## src/rtl/add_mult_seq_if.sv

```systemverilog
// Job, operand, accumulator-strobe and result signals of the add-multiply sequencer.
// The slave modport is the sequencer's view; the master modport is the surrounding system's view.
interface add_mult_seq_if #(
  parameter int IN_SIZE_0 = 4,
  parameter int IN_SIZE_1 = 8,
  parameter int LEN_W     = 8
);
  logic                      cfg_valid_i;
  logic                      cfg_ready_o;
  logic [LEN_W-1:0]          cfg_len_i;
  logic                      op_valid_i;
  logic                      op_ready_o;
  logic [0:7][IN_SIZE_0-1:0] op_0_i;
  logic [0:7][IN_SIZE_1-1:0] op_1_i;
  logic [0:7][IN_SIZE_0-1:0] arr_in_0_o;
  logic [0:7][IN_SIZE_1-1:0] arr_in_1_o;
  logic                      acc_clr_o;
  logic                      acc_en_o;
  logic                      acc_last_o;
  logic                      res_valid_o;
  logic                      res_ready_i;
  logic                      busy_o;

  modport slave (
    input  cfg_valid_i, cfg_len_i, op_valid_i, op_0_i, op_1_i, res_ready_i,
    output cfg_ready_o, op_ready_o, arr_in_0_o, arr_in_1_o,
           acc_clr_o, acc_en_o, acc_last_o, res_valid_o, busy_o
  );

  modport master (
    output cfg_valid_i, cfg_len_i, op_valid_i, op_0_i, op_1_i, res_ready_i,
    input  cfg_ready_o, op_ready_o, arr_in_0_o, arr_in_1_o,
           acc_clr_o, acc_en_o, acc_last_o, res_valid_o, busy_o
  );
endinterface

```

## src/rtl/add_mult_seq.sv

```systemverilog
// Sequencer for the 8-lane add-multiply array: streams K operand beats into the array input
// registers and times the accumulator clear/enable/last strobes to the datapath latency.
module add_mult_seq #(
  parameter int IN_SIZE_0 = 4,
  parameter int IN_SIZE_1 = 8,
  parameter int LEN_W     = 8,
  parameter int DP_LAT    = 2
) (
  input logic           clk_i,
  input logic           rst_i,
  add_mult_seq_if.slave bus
);
  localparam int TAG_D = DP_LAT + 1;

  localparam logic [1:0] ST_IDLE   = 2'd0;
  localparam logic [1:0] ST_STREAM = 2'd1;
  localparam logic [1:0] ST_DRAIN  = 2'd2;
  localparam logic [1:0] ST_DONE   = 2'd3;

  logic [1:0]                state_r;
  logic [LEN_W-1:0]          rem_r;
  logic                      acc_clr_r;
  logic                      res_valid_r;
  logic [TAG_D-1:0]          tag_vld_r;
  logic [TAG_D-1:0]          tag_last_r;
  logic [0:7][IN_SIZE_0-1:0] arr_0_r;
  logic [0:7][IN_SIZE_1-1:0] arr_1_r;

  logic op_ready_s;
  logic hs_s;
  logic last_beat_s;
  logic cfg_take_s;

  assign op_ready_s  = !rst_i && (state_r == ST_STREAM) && (rem_r != '0);
  assign hs_s        = op_ready_s && bus.op_valid_i;
  assign last_beat_s = hs_s && (rem_r == LEN_W'(1));
  assign cfg_take_s  = (state_r == ST_IDLE) && bus.cfg_valid_i;

  // Job control: beat counting, clear pulse and result handshake
  always_ff @(posedge clk_i) begin
    if (rst_i) begin
      state_r     <= ST_IDLE;
      rem_r       <= '0;
      acc_clr_r   <= 1'b0;
      res_valid_r <= 1'b0;
    end else begin
      acc_clr_r <= cfg_take_s;
      case (state_r)
        ST_IDLE: begin
          if (bus.cfg_valid_i) begin
            rem_r   <= bus.cfg_len_i;
            state_r <= ST_STREAM;
          end
        end
        ST_STREAM: begin
          // rem is only zero here for an empty job; nonempty jobs leave on their last beat
          if (rem_r == '0) begin
            state_r     <= ST_DONE;
            res_valid_r <= 1'b1;
          end else if (hs_s) begin
            rem_r <= rem_r - LEN_W'(1);
            if (last_beat_s) begin
              state_r <= ST_DRAIN;
            end
          end
        end
        ST_DRAIN: begin
          if (tag_last_r[DP_LAT]) begin
            state_r     <= ST_DONE;
            res_valid_r <= 1'b1;
          end
        end
        ST_DONE: begin
          if (bus.res_ready_i) begin
            state_r     <= ST_IDLE;
            res_valid_r <= 1'b0;
          end
        end
        default: begin
          state_r     <= ST_IDLE;
          res_valid_r <= 1'b0;
        end
      endcase
    end
  end

  // Operand capture and tag delay line matching the array latency
  always_ff @(posedge clk_i) begin
    if (rst_i) begin
      tag_vld_r  <= '0;
      tag_last_r <= '0;
      arr_0_r    <= '0;
      arr_1_r    <= '0;
    end else begin
      tag_vld_r  <= (tag_vld_r << 1) | TAG_D'(hs_s);
      tag_last_r <= (tag_last_r << 1) | TAG_D'(last_beat_s);
      if (hs_s) begin
        arr_0_r <= bus.op_0_i;
        arr_1_r <= bus.op_1_i;
      end
    end
  end

  assign bus.cfg_ready_o = !rst_i && (state_r == ST_IDLE);
  assign bus.op_ready_o  = op_ready_s;
  assign bus.busy_o      = (state_r != ST_IDLE);
  assign bus.arr_in_0_o  = arr_0_r;
  assign bus.arr_in_1_o  = arr_1_r;
  assign bus.acc_clr_o   = acc_clr_r;
  assign bus.acc_en_o    = tag_vld_r[DP_LAT];
  assign bus.acc_last_o  = tag_last_r[DP_LAT];
  assign bus.res_valid_o = res_valid_r;
endmodule

```

## src/flat_wrapper.sv

```systemverilog
// flat-port wrapper written by rule: the top's interface ports become plain ports
module add_mult_seq_flat 
#(
  parameter int IN_SIZE_0 = 4,
  parameter int IN_SIZE_1 = 8,
  parameter int LEN_W     = 8,
  parameter int DP_LAT    = 2
)
  (clk_i, rst_i, bus_cfg_valid_i, bus_cfg_len_i, bus_op_valid_i, bus_op_0_i, bus_op_1_i, bus_res_ready_i, bus_cfg_ready_o, bus_op_ready_o, bus_arr_in_0_o, bus_arr_in_1_o, bus_acc_clr_o, bus_acc_en_o, bus_acc_last_o, bus_res_valid_o, bus_busy_o);
  add_mult_seq_if #(.IN_SIZE_0(IN_SIZE_0), .IN_SIZE_1(IN_SIZE_1), .LEN_W(LEN_W)) bus_i ();
  input logic clk_i;
  input logic rst_i;
  input wire logic [$bits(bus_i.cfg_valid_i)-1:0] bus_cfg_valid_i;
  input wire logic [$bits(bus_i.cfg_len_i)-1:0] bus_cfg_len_i;
  input wire logic [$bits(bus_i.op_valid_i)-1:0] bus_op_valid_i;
  input wire logic [$bits(bus_i.op_0_i)-1:0] bus_op_0_i;
  input wire logic [$bits(bus_i.op_1_i)-1:0] bus_op_1_i;
  input wire logic [$bits(bus_i.res_ready_i)-1:0] bus_res_ready_i;
  output wire logic [$bits(bus_i.cfg_ready_o)-1:0] bus_cfg_ready_o;
  output wire logic [$bits(bus_i.op_ready_o)-1:0] bus_op_ready_o;
  output wire logic [$bits(bus_i.arr_in_0_o)-1:0] bus_arr_in_0_o;
  output wire logic [$bits(bus_i.arr_in_1_o)-1:0] bus_arr_in_1_o;
  output wire logic [$bits(bus_i.acc_clr_o)-1:0] bus_acc_clr_o;
  output wire logic [$bits(bus_i.acc_en_o)-1:0] bus_acc_en_o;
  output wire logic [$bits(bus_i.acc_last_o)-1:0] bus_acc_last_o;
  output wire logic [$bits(bus_i.res_valid_o)-1:0] bus_res_valid_o;
  output wire logic [$bits(bus_i.busy_o)-1:0] bus_busy_o;
  assign bus_i.cfg_valid_i = bus_cfg_valid_i;
  assign bus_i.cfg_len_i = bus_cfg_len_i;
  assign bus_i.op_valid_i = bus_op_valid_i;
  assign bus_i.op_0_i = bus_op_0_i;
  assign bus_i.op_1_i = bus_op_1_i;
  assign bus_i.res_ready_i = bus_res_ready_i;
  assign bus_cfg_ready_o = bus_i.cfg_ready_o;
  assign bus_op_ready_o = bus_i.op_ready_o;
  assign bus_arr_in_0_o = bus_i.arr_in_0_o;
  assign bus_arr_in_1_o = bus_i.arr_in_1_o;
  assign bus_acc_clr_o = bus_i.acc_clr_o;
  assign bus_acc_en_o = bus_i.acc_en_o;
  assign bus_acc_last_o = bus_i.acc_last_o;
  assign bus_res_valid_o = bus_i.res_valid_o;
  assign bus_busy_o = bus_i.busy_o;
  add_mult_seq #(.IN_SIZE_0(IN_SIZE_0), .IN_SIZE_1(IN_SIZE_1), .LEN_W(LEN_W), .DP_LAT(DP_LAT)) u_core (.clk_i(clk_i), .rst_i(rst_i), .bus(bus_i));
endmodule
```

## config.mk

```make
export PLATFORM = sky130hd
export DESIGN_NAME = add_mult_seq_flat
export DESIGN_NICKNAME = d
export VERILOG_FILES = /design/src/rtl/add_mult_seq_if.sv /design/src/rtl/add_mult_seq.sv /design/src/flat_wrapper.sv
export SDC_FILE = /design/constraint.sdc
export NUM_CORES = 1
export LEC_CHECK = 0
export CORE_MARGIN = 3
export CORE_UTILIZATION = 41
export CTS_CLUSTER_DIAMETER = 100
export CTS_CLUSTER_SIZE = 14
export DETAILED_ROUTE_END_ITERATION = 10
export PLACE_DENSITY = 0.78
export SYNTH_ARGS = -nofsm -noshare
export SYNTH_HDL_FRONTEND = slang
export SYNTH_SLANG_ARGS = --single-unit
```

## constraint.sdc

```tcl
create_clock -name clk_i -period 2.15 [get_ports clk_i]
set_input_delay 0.3225 -clock clk_i [delete_from_list [all_inputs] [get_ports clk_i]]
set_output_delay 0.3225 -clock clk_i [all_outputs]
set_load 0.02 [all_outputs]
```

# --- Word-level counts from Yosys, hierarchy flattened ---
# Index checks and enable logic that the tools add are counted.
totals:
  register_bits: 114
  inputBits: 109
  out_inout_bits: 103
op_classes:
  addsub: 1
  eq_ne: 12
  n_mux: 15
  bitwise_logic: 2
  n_reduce_logical: 16
op_table:
  columns: ["op", "n"]
  rows:
  - ["$mux 8", 3]
  - ["$pmux 8 s2", 1]
  - ["$mux 2", 6]
  - ["$eq 8x1->1 const B", 1]
  - ["$logic_not 8->1", 1]
  - ["$ne 2x2->1 const B", 4]
  - ["$pmux 2 s4", 1]
  - ["$reduce_and 4->1", 2]
  - ["$reduce_bool 8->1", 1]
  - ["$sub 8x1->8 const B", 1]
  - ["$logic_and 1x1->1", 6]
  - ["$ne 3x2->1 const B", 2]
  - ["$or 3x1->3", 2]
  - ["$reduce_and 5->1", 1]
  - ["$eq 2x2->1 const B", 2]
  - ["$ne 2x1->1 const B", 2]
  - ["$reduce_bool 2->1", 2]
  - ["$mux 1", 3]
  - ["$pmux 1 s3", 1]
  - ["$reduce_bool 3->1", 1]
  - ["$eq 2x1->1 const B", 1]
  - ["$logic_not 2->1", 1]
  - ["$logic_not 1->1", 1]

# --- Logic depth before layout (Yosys ltp) ---
logic_depth:
  word_depth: 9
  depth_mapped: 9
  depth_no_buf: 7

# --- Worst setup path before layout ---
# Ideal clock, no wire load.
synth_timing:
  path_kind: "register -> register"
  start: "reg u_core.rem_r[0]"
  end: "reg u_core.rem_r[2]"
  arrival_time_ns: 1.675
  setup_slack_ns: 0.382
  stages_incl_launch_ff: 7
  synth_period_minus_slack_ns: 1.768
  cell_sequence: "dfxtp_1 > inv_1 > ha_1 > nor3b_2 > a2111oi_4 > nor2_1 > o32ai_1"
synth_between:
  elab_chain_len: 5
  word_cells_on_any_way: 11
  classes_between: "add/sub: 1; eq/ne: 2; mux: 3; reduce/logical: 5"
synth_rtl:
  columns: ["item", "line_no", "rtl"]
  rows:
  - ["from (decl)", "add_mult_seq.sv:21", "logic [LEN_W-1:0] rem_r;"]
  - ["from (signal assigned)", "add_mult_seq.sv:51", "rem_r <= bus.cfg_len_i;"]
  - ["from (signal assigned)", "add_mult_seq.sv:61", "rem_r <= rem_r - LEN_W'(1);"]
  - ["parallel branches: the longest is 5 deep, another holds $sub 8x1->8", null, null]
# Parallel ways; which one is timed is not known. The select of a mux whose other input is x is not followed.
# A chain may end at the register's enable or synchronous reset.

# --- Worst setup path after layout ---
layout_timing:
  start: "reg u_core.rem_r[0]"
  end: "out bus_op_ready_o"
layout_between:
  elab_chain_len: 2
layout_rtl:
  columns: ["item", "line_no", "rtl"]
  rows:
  - ["$reduce_bool 8->1", "add_mult_seq.sv:34", "assign op_ready_s = !rst_i && (state_r == ST_STREAM) && (rem_r != '0);"]
  - ["$logic_and 1x1->1", "add_mult_seq.sv:34", null]
  - ["to (decl)", "flat_wrapper.sv:20", "output wire logic [$bits(bus_i.op_ready_o)-1:0] bus_op_ready_o;"]
# No other way between the ends.

==> flow_metrics.tcl <==
set metrics [dict create \
    stdcell_area_um2 7220 \
    num_antenna_cells 0 \
    synth.yosys.seq_area_share_pct 52.2 \
    clock_sinks 114 \
    grt_start_max_net_pins 72 \
    max-slew-margin-rel_pct 53.6 \
    grt_usage_pct 21.5 \
    grt_pass1_vias 4224 \
    rsz0062_at_grt "false" \
    period_needed_ns 2.03 \
    crit_fanout 4 \
    initialDrtViolationCount 239 \
    grt_pass1_wl_um 20200 \
    vias 4392 \
    cp_data_arrival_time_ns 1.71 \
    antenna_left 0 \
    fin_crit_sh_pct 94.4 \
    worst-endpoint-required_ns 1.83 \
    globalplace.congestion 0.876 \
    fin_cells 890 \
    finalSetupViolCount 0 \
    area_growth_pct 65.0 \
    final_core_util_pct 69.6 \
    core-area_um2 10400 \
    async_flop_share_pct 0 \
    clkTransAtPathRegs_ns 0.05 \
    vias_per_cell 4.93 \
    final_cell_mix "clkdlybuf4s50_1 (207), nand2_1 (194), dfxtp_1 (113)" \
    cts-root-buf "clkbuf_8" \
    nets 857 \
    synth_area_per_cell_um2 8.19 \
    layout_commonest_cell "clkdlybuf4s50_1" \
    rows 37 \
    critPathCaptureType "output pin" \
    clk_latency_ns 0.50 \
    die_area_um2 11900 \
    hold_violations 0 \
    fin_ws_ns 0.121 \
    p_total_mw 7.79 \
    hold_ws_ns 0.119 \
    maxCapViolations 0 \
    start_util_pct 42.2 \
    fin_skew_ns 0.0176 \
    htree_num_levels 4 \
    clk_path_buf_depth 2 \
    fin_tns_setup_ns 0 \
    peakVddDrop_v 0.000579 \
    drt-met1-wl_um 4980 \
    wl_met3_um 1230 \
    cts_tree "yes" \
    cts_setup_buffers 0 \
    wl_met2_um 6650 \
    synth.cell_area_um2 4370 \
    ios 212 \
    place_area_um2 6600 \
    placedCellCount 858 \
    port_buffers 211 \
    cts-hold-fix-buffers 0 \
    synth_cell_types 43 \
    tightest_slew_ns 0.695 \
    min_path_type "input port to flop" \
    antenna_found_initial 0 \
    drive_gt1_share_pct 7.82 \
    top_layer_used "met4" \
    ys_warn_count 0 \
    run_status "finished, final reports clean" \
    dr.pass1.iters 4 \
    critical_path_class "flop to output pin" \
    wl_per_cell_um 14.6 \
    synth_ff_type "dfxtp_1" \
    die_h_um 109 \
    critPathLaunchType "flop" \
    syn_inst 534 \
    pre_cts_slack_ns 0.0691 \
    finalMaxSlewViolations 0 \
    drc 0 \
    die_w_um 109 \
    max_freq_mhz 493 \
    p_leak_nw 2.53 \
    cts_buffers 17 \
    syn_nets 650 \
    ys_ff_latch 114 \
    wl_um 13000 \
    powerDensity_nw_per_um2 1080 \
    hpwl_um 9370 \
    synth_edf_count 0 \
    gr-total-overflow 0 \
]
## logic make-up after synthesis
logic type / count (synthesis) / synth area share [%]
fa+ha+maj: 7 / 2.00
compound gates: 130 / 17.4
buf+inv: 46 / 5.09
flops: 114 / 52.2
simple gates: 233 / 22.3
mux: 4 / 0.944
## metal layers
layer,up-vias,global-route usage (%)
met1,2040,23.3
met5,-,0
met4,0,7.93
met2,152,37.2
met3,14,9.12
li1,2186,-
## synth_stat cells, drive strengths merged (5+ instances only)
library cell | count | area [um^2]
clkbuf | 21 | 78.8
a21oi | 101 | 505
dfxtp | 114 | 2280
buf | 16 | 110
nor2b | 5 | 31.3
inv | 9 | 33.8
ha | 7 | 87.6
nand2 | 194 | 728
nor2 | 8 | 30.0
o32ai | 6 | 52.6
nand2b | 12 | 75.1
## sequential cells by signal, summed over array words and instances (netlist names)
name and flops:
u_core.tag_last_r 3, u_core.rem_r 8, u_core.bus.res_valid_o 1, u_core.bus.arr_in_1_o 64, u_core.bus.arr_in_0_o 32, u_core.bus.acc_clr_o 1, u_core.state_r 2, u_core.tag_vld_r 3
## final timing paths
kind                             start                    to  slack (ns)  cells after the start
setup / recovery       u_core.rem_r[0]        bus_op_ready_o        0.12                      6
setup reg to reg     u_core.state_r[1]       u_core.rem_r[0]        0.17                      7
hold reg to reg   u_core.tag_last_r[1]  u_core.tag_last_r[2]        0.43                      1
hold / removal                   rst_i       u_core.rem_r[0]        0.12                      2
## area by class of cell
type	count	area (um^2)
clock buffer	19	422
clock inverter	13	186
fill	848	3150
inverter	9	33.8
multi-input combinational	374	1880
sequential	114	2290
tap	136	170
timing repair buffer	225	2240
## worst max-delay path, stage by stage (launching register included)
cell and delay, ns:
dfxtp_4 0.36, inv_2 0.06, ha_1 0.20, nor3b_2 0.17, a21o_1 0.19, nor2_1 0.10
buf_4 0.15
## power by group
group / total (mW) / leakage (nW) / internal [mW] / switching [mW]
logic: 2.33 / 1.31 / 1.10 / 1.23
clock network: 2.87 / 0.296 / 1.88 / 0.983
registers: 2.59 / 0.923 / 2.38 / 0.215
## repair_timing
item,4_1_cts,5_1_grt
setup endpoints to repair,3,7
gates resized for setup,8,6
pin swaps,0,1
endpoints found under the hold margin,0,0
Note: power is estimated with default switching activity, not from simulation.
